### src/rtl/rob_core.sv
// Reorder buffer core: in-order retirement of out-of-order writebacks.
// Entries are allocated at the tail and marked ready by result writebacks.
// Each cycle, at most one entry retires from the head, and only once it is ready.
// Optional feature: define ROB_FWD_EN to build the q1/q2 operand lookup port.
// With ROB_FWD_EN undefined, q*_ready and q*_value are tied to 0.
module rob_core #(
  parameter int ROB_WIDTH_BIT = 3,
  parameter int REG_ID_BIT    = 5
) (
  input  logic                     clk_in,
  input  logic                     rst_in,
  input  logic                     rdy_in,
  input  logic                     flush_in,
  input  logic                     alloc_en,
  input  logic [REG_ID_BIT-1:0]    alloc_reg,
  output logic [ROB_WIDTH_BIT-1:0] alloc_id,
  output logic                     full,
  input  logic                     wb_en,
  input  logic [ROB_WIDTH_BIT-1:0] wb_id,
  input  logic [31:0]              wb_value,
  output logic                     commit_en,
  output logic [REG_ID_BIT-1:0]    commit_reg,
  output logic [ROB_WIDTH_BIT-1:0] commit_id,
  output logic [31:0]              commit_value,
  input  logic [ROB_WIDTH_BIT-1:0] q1_id,
  input  logic [ROB_WIDTH_BIT-1:0] q2_id,
  output logic                     q1_ready,
  output logic                     q2_ready,
  output logic [31:0]              q1_value,
  output logic [31:0]              q2_value
);

  localparam int DEPTH = 1 << ROB_WIDTH_BIT;
  localparam logic [ROB_WIDTH_BIT:0]   CNT_FULL = (ROB_WIDTH_BIT+1)'(DEPTH);
  localparam logic [ROB_WIDTH_BIT:0]   CNT_ONE  = (ROB_WIDTH_BIT+1)'(1);
  localparam logic [ROB_WIDTH_BIT-1:0] PTR_ONE  = ROB_WIDTH_BIT'(1);

  logic [DEPTH-1:0]         busy;
  logic [DEPTH-1:0]         ready;
  logic [REG_ID_BIT-1:0]    dest  [DEPTH];
  logic [31:0]              value [DEPTH];
  logic [ROB_WIDTH_BIT-1:0] head;
  logic [ROB_WIDTH_BIT-1:0] tail;
  logic [ROB_WIDTH_BIT:0]   count;

  logic do_commit;
  logic do_alloc;
  logic do_wb;

  assign full     = (count == CNT_FULL);
  assign alloc_id = tail;

  // Decode this cycle's actions; flush and pause suppress all of them.
  // NOTE: every output gets a default first, so no path leaves one unassigned and no latch is inferred.
  always_comb begin
    do_commit = 1'b0;
    do_alloc  = 1'b0;
    do_wb     = 1'b0;
    if (rdy_in && !flush_in) begin
      do_commit = busy[head] && ready[head];
      // Full is judged on the current count, so a same-cycle commit never frees a slot early.
      do_alloc  = alloc_en && !full;
      // A writeback to the entry retiring this edge is dropped, so the two never overlap.
      do_wb     = wb_en && busy[wb_id] && !(do_commit && (wb_id == head));
    end
  end

  // Pointers, occupancy count, and per-entry status flags.
  // NOTE: sequential state uses non-blocking assignments so every flop samples pre-edge values.
  always_ff @(posedge clk_in or negedge rst_in) begin
    if (!rst_in) begin
      head  <= '0;
      tail  <= '0;
      count <= '0;
      busy  <= '0;
      ready <= '0;
    end else if (flush_in) begin
      head  <= '0;
      tail  <= '0;
      count <= '0;
      busy  <= '0;
      ready <= '0;
    end else if (rdy_in) begin
      if (do_commit) begin
        busy[head]  <= 1'b0;
        ready[head] <= 1'b0;
        head        <= head + PTR_ONE;
      end
      if (do_wb) begin
        ready[wb_id] <= 1'b1;
      end
      if (do_alloc) begin
        busy[tail]  <= 1'b1;
        ready[tail] <= 1'b0;
        tail        <= tail + PTR_ONE;
      end
      case ({do_alloc, do_commit})
        2'b10:   count <= count + CNT_ONE;
        2'b01:   count <= count - CNT_ONE;
        default: count <= count;
      endcase
    end
  end

  // Entry payload: destination register and result value.
  // NOTE: payload storage has no reset; it is only read while the busy/ready flags, which are reset, qualify it.
  always_ff @(posedge clk_in) begin
    if (do_alloc) begin
      dest[tail] <= alloc_reg;
    end
    if (do_wb) begin
      value[wb_id] <= wb_value;
    end
  end

  // Registered regfile write port; an x0 destination retires silently.
  always_ff @(posedge clk_in or negedge rst_in) begin
    if (!rst_in) begin
      commit_en    <= 1'b0;
      commit_reg   <= '0;
      commit_id    <= '0;
      commit_value <= '0;
    end else begin
      commit_en <= 1'b0;
      if (do_commit) begin
        commit_en    <= (dest[head] != '0);
        commit_reg   <= dest[head];
        commit_id    <= head;
        commit_value <= value[head];
      end
    end
  end

`ifdef ROB_FWD_EN
  // Operand lookup: a value is forwarded only once its entry holds a result.
  always_comb begin
    q1_ready = busy[q1_id] && ready[q1_id];
    q2_ready = busy[q2_id] && ready[q2_id];
    q1_value = '0;
    q2_value = '0;
    if (q1_ready) q1_value = value[q1_id];
    if (q2_ready) q2_value = value[q2_id];
  end
`else
  logic unused_q_ids;
  assign unused_q_ids = ^{q1_id, q2_id};
  assign q1_ready = 1'b0;
  assign q2_ready = 1'b0;
  assign q1_value = '0;
  assign q2_value = '0;
`endif

endmodule

### config.mk
export PLATFORM = sky130hd
export DESIGN_NAME = rob_core
export DESIGN_NICKNAME = d
export VERILOG_FILES = /design/src/rtl/rob_core.sv
export SDC_FILE = /design/constraint.sdc
export NUM_CORES = 1
export LEC_CHECK = 0
export CORE_UTILIZATION = 40
export DETAILED_ROUTE_END_ITERATION = 8
export PLACE_DENSITY = 0.58
export SETUP_SLACK_MARGIN = 0.1
export SKIP_LAST_GASP = 1
export SYNTH_ARGS = -nofsm -noshare
export SYNTH_HDL_FRONTEND = slang
export SYNTH_SLANG_ARGS = --single-unit
### constraint.sdc
create_clock -name clk_in -period 5.7 [get_ports clk_in]
set_clock_uncertainty 0.15 [all_clocks]
set_input_delay 1.425 -clock clk_in [delete_from_list [all_inputs] [get_ports clk_in]]
set_output_delay 1.425 -clock clk_in [all_outputs]
set_load 0.05 [all_outputs]
==> metrics, run 1 <==
status finished clean; die area 0.0390 mm²; CP peak stage delay 600 ps; GR Overflow Total 0; vias in the first global route 8684; # Post-CTS Setup Buffers 0; Combinational Power Share 0.040; Clk pin slew, worst setup/hold paths 60 ps; Initial Util 0.406; via count 8796; Fmax 0.246 GHz; routed len/inst 20.6 µm; top cell family by delay on the critical path simple AND/OR/NAND/NOR gates; Crit Path Category in -> reg; top post-synthesis cells by area edfxtp_1, dfrtp_1, mux2_2; largest net degree at the start of global routing 68; Switching Share 0.213; slowest CP cell nor2b_1; Yosys top cell by area edfxtp_1; Slew HR 0.345; cell area after synthesis 0.0153 mm²; Initial DRC Count 578; row count 71; Post-synth top cells edfxtp_1, nor2_1, a21oi_1, buf_4, dfrtp_1; Fin. Hold Viols 0; startpoint types input pin; Main synth FF type edfxtp_1; Max VDD drop 0.000189 V; unrepaired setup endpoints after global routing false; Hold Crit Class reg -> reg; biggest regs value: 256 flops, dest: 40 flops, commit_value: 32 flops; io pins 163; CP Cell Sequence clkdlybuf4s50_1, buf_4, nor2b_1, nand3_4, nor2_1, ha_1, a31o_2, nand4_1, or3_1, a31o_1, a21oi_1; Post-DRT Antenna Nets 0; Pleak 0.00609 µW; CP max FO 14; Placer Congestion 0.822; Synth top area share 0.582; Max Slew Vio Count 0; Reg power frac 0.516; Die X 197 µm; Vias/cell 5.30; Resized cells post-CTS 0; Worst Max-Slew Pin Slew 982 ps; critical path arrival 4370 ps; post-synth cell types 69; final worst path period share 0.714; CTS Buf Count 39; Pint 4400 µW; Sink Count 363; max_cap viols 0; Chip Height 197 µm; IO buf count 90; fillcell total 3260; Clk pwr share 0.443; post-DP HPWL 19400 µm; largest reg by FF count value; final WL 34200 µm; final critical-path required period 4070 ps; critical path required time 6000 ps; Syn. warnings 0; FFs w/ async S/R, synth 0.185; Reg2Reg Setup Slack 1800 ps; P&R area growth vs syn 16.5%; drt pass-1 iters 5; initial antenna violation count 1; NetSw 1190 µW; TritonCTS clock tree yes; clock latency on the worst-skew pair 530 ps; top-count cell post-synth edfxtp_1; first-pass GRT wire length 52600 µm; CTS H-Tree Depth 2; Pwr per Cell Area 314 mW/mm²; worst path bufs/invs 2; area of the core 0.0376 mm²; largest buffer count on any clock path 3; FF+latch count, synth 363; cell count after synthesis 1022; Placed Cells 1588; DRC Markers 0; number of setup violations in the final report 0; CP Capture Type register; TNS Setup 0 ps; hold-fix buffers at CTS 0; Seq/Total Area, Yosys 0.692; Largest register FFs 256; Final Net Count 1174; Syn Area/Cell 14.9 µm²; share of cells above drive strength 1 0.169; fin cells 1661; CTS Root Cell clkbuf_16; Total Power 5590 µW; GRT Util Overall 0.178; EDFF count, synth 296
[cell type report]
class	instances	area [µm²]	share of cell area
clock buffers	62	1140	0.0643
well taps	511	639	0.0359
clock inverters	10	114	0.00640
inverters	22	82.6	0.00464
repair buffers	120	1140	0.0639
diodes	1	2.50	0.000141
multi-input cells	572	4100	0.230
flip-flops and latches	363	10600	0.594
[cell usage in the layout, fill, tap and decap left out, types with 25 or more instances in the layout]
master	instances
dfrtp_1	64
nor2_1	68
edfxtp_1	296
clkdlybuf4s50_1	89
nand2_1	25
conb_1	66
clkbuf_16	40
a221oi_1	50
buf_4	30
a21oi_1	69
mux2i_1	31
mux2_2	63
[power groups by stage]
stage,sequential (µW),clock [µW],combinational (µW)
final,2880,2480,226
after global routing,2880,2620,242
after CTS,2880,2520,227
after detailed placement,2940,0,226
after global placement,2940,0,224
after floorplan,2950,0,164
[worst paths after layout]
| check | startpoint | to | cells after the start |
|---|---|---|---|
| min | commit_value[12] | commit_value[12] | 1 |
| min reg2reg | commit_value[12] | commit_value[12] | 1 |
| max | rdy_in | count[3] | 11 |
| max in group asynchronous | rst_in | head[1] | 1 |
| min in group asynchronous | rst_in | count[0] | 1 |
| max reg2reg | head[2] | count[3] | 13 |
[worst reg2reg max path, cell delays in order, from the launching register on]
cell      delay, ps
dfrtp_2         730
buf_4           450
nor2b_1         310
a22oi_1         140
o211ai_1        180
buf_4           270
nand3_4         200
nor2_1          250
ha_1            210
a31o_2          180
nand4_1          80
or3_1           340
a31o_1          220
a21oi_1         130
[cell families after synthesis]
family          share of synthesized area
mux                                0.0685
compound gates                      0.120
flops                               0.692
buf+inv                            0.0577
fa+ha+maj                         0.00328
xor+xnor                          0.00574
other cells                      0.000246
simple gates                       0.0531
[routing by layer]
| metal | track usage | routed length [µm] | up-vias |
|---|---|---|---|
| met4 | 0.0551 | 813 | 0 |
| met1 | 0.245 | 15400 | 4439 |
| met5 | 0 | 0 | - |
| li1 | - | - | 4026 |
| met3 | 0.0271 | 1620 | 58 |
| met2 | 0.289 | 16400 | 273 |
[metrics by stage]
stage                     setup slack [ps]   util  hold slack, ps  area (µm²)
after global placement                1150  0.440             324       16500
final                                 1630  0.473             336       17800
after detailed placement              1100  0.440             329       16500
after CTS                             1660  0.473             344       17800
after floorplan                        270      -             317       15500
after global routing                  1440  0.473             357       17800
Power figures use the tool's default switching activity.
==> run 2, diff against run 1 <==
==> constraint.sdc (replaced) <==
create_clock -name clk_in -period 3.82 [get_ports clk_in]
set_clock_uncertainty 0.15 [all_clocks]
set_input_delay 0.955 -clock clk_in [delete_from_list [all_inputs] [get_ports clk_in]]
set_output_delay 0.955 -clock clk_in [all_outputs]
set_load 0.05 [all_outputs]
==> metrics, run 2 (same netlist as run 1, synthesis figures left out) <==
# Post-CTS Setup Buffers 0 (unchanged); via count 8975 (+2.0%); startpoint types register; critical path required time 2710 ps (-3290 ps); Max Slew Vio Count 0 (unchanged); first-pass GRT wire length 53700 µm (+2.1%); worst r2r path cells 11 (-2); TritonCTS clock tree yes; largest reg by FF count value; io pins 163 (unchanged); critical path arrival 2430 ps (-1940 ps); IO buf count 90 (unchanged); max_cap viols 0 (unchanged); Pleak 0.00620 µW (+1.8%); ANT cells 0 (-1); RR Startpoint head[0]; Chip Height 197 µm (unchanged); Vias/cell 5.34 (+0.88%); Hold Crit Start commit_value[27]; placed inst area 0.0168 mm² (+1.7%); area of the core 0.0376 mm² (unchanged); unrepaired setup endpoints after global routing false; Worst Max-Slew Pin Slew 1020 ps (+33.5 ps); Largest register FFs 256 (unchanged); Fin. Hold Viols 0 (unchanged); Final Instance Area 0.0180 mm² (+1.4%); commonest non-fill, non-tap cells in the layout edfxtp_1, clkdlybuf4s50_1, a21oi_1, nor2_1, conb_1; routed len/inst 20.7 µm (+0.46%); status finished clean; Max VDD drop 0.000354 V (+88%); fin cells 1680 (+1.1%); final worst path period share 0.924; most common cell after layout, fill and taps aside edfxtp_1; Util after Layout 0.480 (+0.00656); P&R area growth vs syn 18.1%; largest net degree at the start of global routing 68 (unchanged); Placer Congestion 0.836 (+1.8%); Initial Util 0.406 (unchanged); clock latency on the worst-skew pair 550 ps (+20 ps); CP max FO 6 (-8); Sink Count 363 (unchanged); vias in the first global route 8881 (+2.3%); number of setup violations in the final report 0 (unchanged); drt pass-1 iters 5 (unchanged); Post-DRT Antenna Nets 0 (unchanged); CTS Buf Count 40 (+2.6%); Resized cells post-CTS 0 (unchanged); Reg2Reg Setup Slack 500 ps (-1300 ps); final critical-path required period 3530 ps; Final Net Count 1194 (+1.7%); Placed Cells 1607 (+1.2%); Fmax 0.283 GHz; biggest regs value: 256 flops, dest: 40 flops, commit_value: 32 flops; Initial DRC Count 544 (-5.9%); CTS H-Tree Depth 2 (unchanged); Crit Path Category reg -> out; die area 0.0390 mm² (unchanged); final WL 34700 µm (+1.6%); Min-Delay Path Depth 1 (unchanged); R2R Path End count[3]; Slew HR 0.323 (-0.0224); row count 71 (unchanged); Hold Crit Class reg -> reg; Pwr per Cell Area 456 mW/mm² (+45%); hold-fix buffers at CTS 0 (unchanged); Hold EP commit_value[27]; Total Power 8230 µW (+47%); GRT Util Overall 0.183 (+0.00530); initial antenna violation count 1 (unchanged); post-DP HPWL 20500 µm (+5.4%); CTS Root Cell clkbuf_16; Clk pin slew, worst setup/hold paths 60 ps (about the same); Die X 197 µm (unchanged); share of cells above drive strength 1 0.179 (+0.00994); DRC Markers 0 (unchanged); CP Capture Type output port; largest buffer count on any clock path 3 (unchanged); GR Overflow Total 0 (unchanged)
-- run 2: cell count changes in the layout (fill, tap and decap cells not counted), moves of 6 or more --
| cell | delta |
|---|---|
| buf_12 | +10 |
| buf_4 | +9 |
| clkbuf_1 | -8 |
| clkbuf_8 | -6 |
| clkinv_1 | +13 |
-- run 2: how the worst max path moves through the flow --
stage	from	endpoint	slack, ps
after floorplan	wb_id[0]	value[4][0]	-60
after global placement	wb_id[0]	value[4][0]	230
after detailed placement	wb_id[0]	value[4][27]	220
after CTS	count[0]	full	260
after global routing	count[0]	full	190
final	count[0]	full	290
-- run 2: power by group --
group | total [µW] | internal [µW] | switching (µW)
registers | 4310 | 4290 | 10.5
logic | 343 | 75.7 | 268
clock network | 3580 | 2040 | 1540
-- run 2: metal layers --
layer | global-route usage | part of all wire
met5 | 0 | 0.00032
met4 | 0.0591 | 0.023
met3 | 0.0295 | 0.053
met2 | 0.303 | 0.49
met1 | 0.246 | 0.44
-- run 2: stage by stage --
stage	hold slack, ps	TNS, ps	worst slack, ps
after floorplan	317	-3950	-61.7
after global placement	327	0	226
after detailed placement	329	0	217
after CTS	342	0	258
after global routing	352	0	186
final	338	0	288
-- run 2: worst max-delay path, cell delays in order (launching register included) --
cell and delay, ps:
dfrtp_1 440, or4b_4 570, inv_1 80, clkdlybuf4s50_1 790
-- run 2: layout make-up --
cell class              count  area, µm²
inverters                  22       82.6
repair buffers            139       1400
clock buffers              49       1060
multi-input cells         572       4110
clock inverters            24        170
flip-flops and latches    363      10600
well taps                 511        639
fillers                  3272      19500
==> run 3, diff against run 2 <==
--- a/config.mk
+++ b/config.mk
@@ -5,9 +5,11 @@
 export SDC_FILE = /design/constraint.sdc
 export NUM_CORES = 1
 export LEC_CHECK = 0
+export CELL_PAD_IN_SITES_DETAIL_PLACEMENT = 0
+export CELL_PAD_IN_SITES_GLOBAL_PLACEMENT = 2
 export CORE_UTILIZATION = 40
 export DETAILED_ROUTE_END_ITERATION = 8
-export PLACE_DENSITY = 0.58
+export PLACE_DENSITY = 0.77
 export SETUP_SLACK_MARGIN = 0.1
 export SKIP_LAST_GASP = 1
 export SYNTH_ARGS = -nofsm -noshare
==> metrics, run 3 (same netlist as run 1, synthesis figures left out) <==
Hold Crit Class in -> async; final worst path period share 0.921 (-0.00358); largest net degree at the start of global routing 68 (unchanged); post-place setup slack 181 ps (-35.4 ps); ANT cells 0 (unchanged); Placer Congestion 0.802 (-4.2%); Combinational Power Share 0.041 (about the same); io pins 163 (unchanged); vias in the first global route 8893 (+0.14%); NetSw 1810 µW (-0.72%); Slew HR 0.391 (+0.0678); row count 71 (unchanged); slowest CP cell clkdlybuf4s50_1; GR Overflow Total 0 (unchanged); Resized cells post-CTS 0 (unchanged); largest reg by FF count value; max_cap viols 0 (unchanged); Multi-input gate area 0.00411 mm² (unchanged); Switching Share 0.215 (-0.00646); post-DP HPWL 20500 µm (+0.16%); die area 0.0390 mm² (unchanged); critical path arrival 2410 ps (-20 ps); Vias/cell 5.26 (-1.6%); Total Power 8420 µW (+2.3%); worst r2r path cells 12 (+1); share of cells above drive strength 1 0.182 (+0.00272); Crit Path Category reg -> out; final WL 34400 µm (-1.1%); Pint 6610 µW (+3.1%); most common cell after layout, fill and taps aside edfxtp_1; Clk pwr share 0.447 (+0.012); final critical-path required period 3520 ps (-13.7 ps); CTS Root Cell clkbuf_16; CP peak stage delay 790 ps (about the same); Final Net Count 1193 (-0.084%); IO buf count 90 (unchanged); TritonCTS clock tree yes; first-pass GRT wire length 52900 µm (-1.5%); Largest register FFs 256 (unchanged); startpoint types register; drt pass-1 iters 5 (unchanged); GRT Util Overall 0.179 (-0.00433); Die X 197 µm (unchanged); Fin. Hold Viols 0 (unchanged); Sequential Area 0.0106 mm² (unchanged); CP max FO 6 (unchanged); via count 8824 (-1.7%); CP Cell Sequence or4b_4, inv_1, clkdlybuf4s50_1; Sink Count 363 (unchanged); biggest regs value: 256 flops, dest: 40 flops, commit_value: 32 flops; P&R area growth vs syn 18.3%; Reg2Reg Setup Slack 440 ps (-60 ps); Worst Max-Slew Pin Slew 914 ps (-102 ps); # Post-CTS Setup Buffers 0 (unchanged); hold-fix buffers at CTS 0 (unchanged); DRC Markers 0 (unchanged); initial antenna violation count 0 (-1); Initial DRC Count 569 (+4.6%); post-route setup slack 302 ps (+13.7 ps); area of the core 0.0376 mm² (unchanged); routed len/inst 20.5 µm (-1.0%); Post-DRT Antenna Nets 0 (unchanged); Clk pin slew, worst setup/hold paths 60 ps (about the same); fillcell total 3264 (-0.24%); commonest non-fill, non-tap cells in the layout edfxtp_1, clkdlybuf4s50_1, a21oi_1, nor2_1, conb_1; Initial Util 0.406 (unchanged); clock latency on the worst-skew pair 520 ps (-30 ps); Final Instance Area 0.0181 mm² (+0.13%); CTS Buf Count 40 (unchanged); Pleak 0.00621 µW (+0.25%); Reg power frac 0.511 (-0.012); hold slack final 312 ps (-26.5 ps); critical path required time 2710 ps (about the same); Pwr per Cell Area 466 mW/mm² (+2.1%); largest buffer count on any clock path 3 (unchanged); Chip Height 197 µm (unchanged); status finished clean; number of setup violations in the final report 0 (unchanged); CP Capture Type output port; Max Slew Vio Count 0 (unchanged); unrepaired setup endpoints after global routing false; placed inst area 0.0168 mm² (-0.19%); Max VDD drop 0.000255 V (-28%); CTS H-Tree Depth 2 (unchanged); Fmax 0.284 GHz (+0.39%)
-- run 3: cell types whose count changed in the layout (fill, tap and decap cells not counted), moves of 2 or more --
| cell | delta |
|---|---|
| buf_12 | -2 |
| inv_6 | +2 |
| bufinv_16 | +3 |
| clkbuf_1 | +5 |
| clkinv_1 | -9 |
-- run 3: stage by stage --
step / TNS [ps] / std cells / util
final: 0 / 1679 / 0.481
after global routing: 0 / 1679 / 0.481
after CTS: 0 / 1679 / 0.481
after detailed placement: 0 / 1606 / 0.446
after global placement: 0 / 1606 / 0.446
after floorplan: -3950 / 1087 / -
-- run 3: final timing paths --
check                                 start          endpoint
min in group clk_in        commit_value[16]  commit_value[16]
max in group asynchronous            rst_in  commit_value[17]
max                                count[0]              full
max reg2reg                         head[1]          count[3]
min reg2reg                commit_value[16]  commit_value[16]
min                                  rst_in         commit_en
-- run 3: worst max-delay path: cells and delay by family (launching register included) --
kind          cells  cell delay (ps)
buf+inv           2              860
flops             1              440
simple gates      1              580
-- run 3: power groups by stage --
stage	Sequential (µW)	Combinational (µW)	Clock, µW
final	4310	349	3770
after global routing	4300	374	4000
after CTS	4300	351	3850
after detailed placement	4390	350	0
after global placement	4390	346	0
after floorplan	4400	245	0
-- run 3: layer usage --
metal | wire length (µm) | part of all wire | up-vias | track usage
li1 | - | - | 4065 | -
met1 | 15400 | 0.45 | 4505 | 0.244
met4 | 637 | 0.019 | 0 | 0.0462
met2 | 16900 | 0.49 | 207 | 0.299
met5 | 0 | 0 | - | 0
met3 | 1340 | 0.039 | 47 | 0.0256
-- run 3: area by class of cell --
type                       count  area share
inverter                      22     0.00457
tap                          511      0.0354
sequential                   363       0.585
multi-input combinational    572       0.228
clock buffer                  54      0.0589
clock inverter                19      0.0121
timing repair buffer         138      0.0759
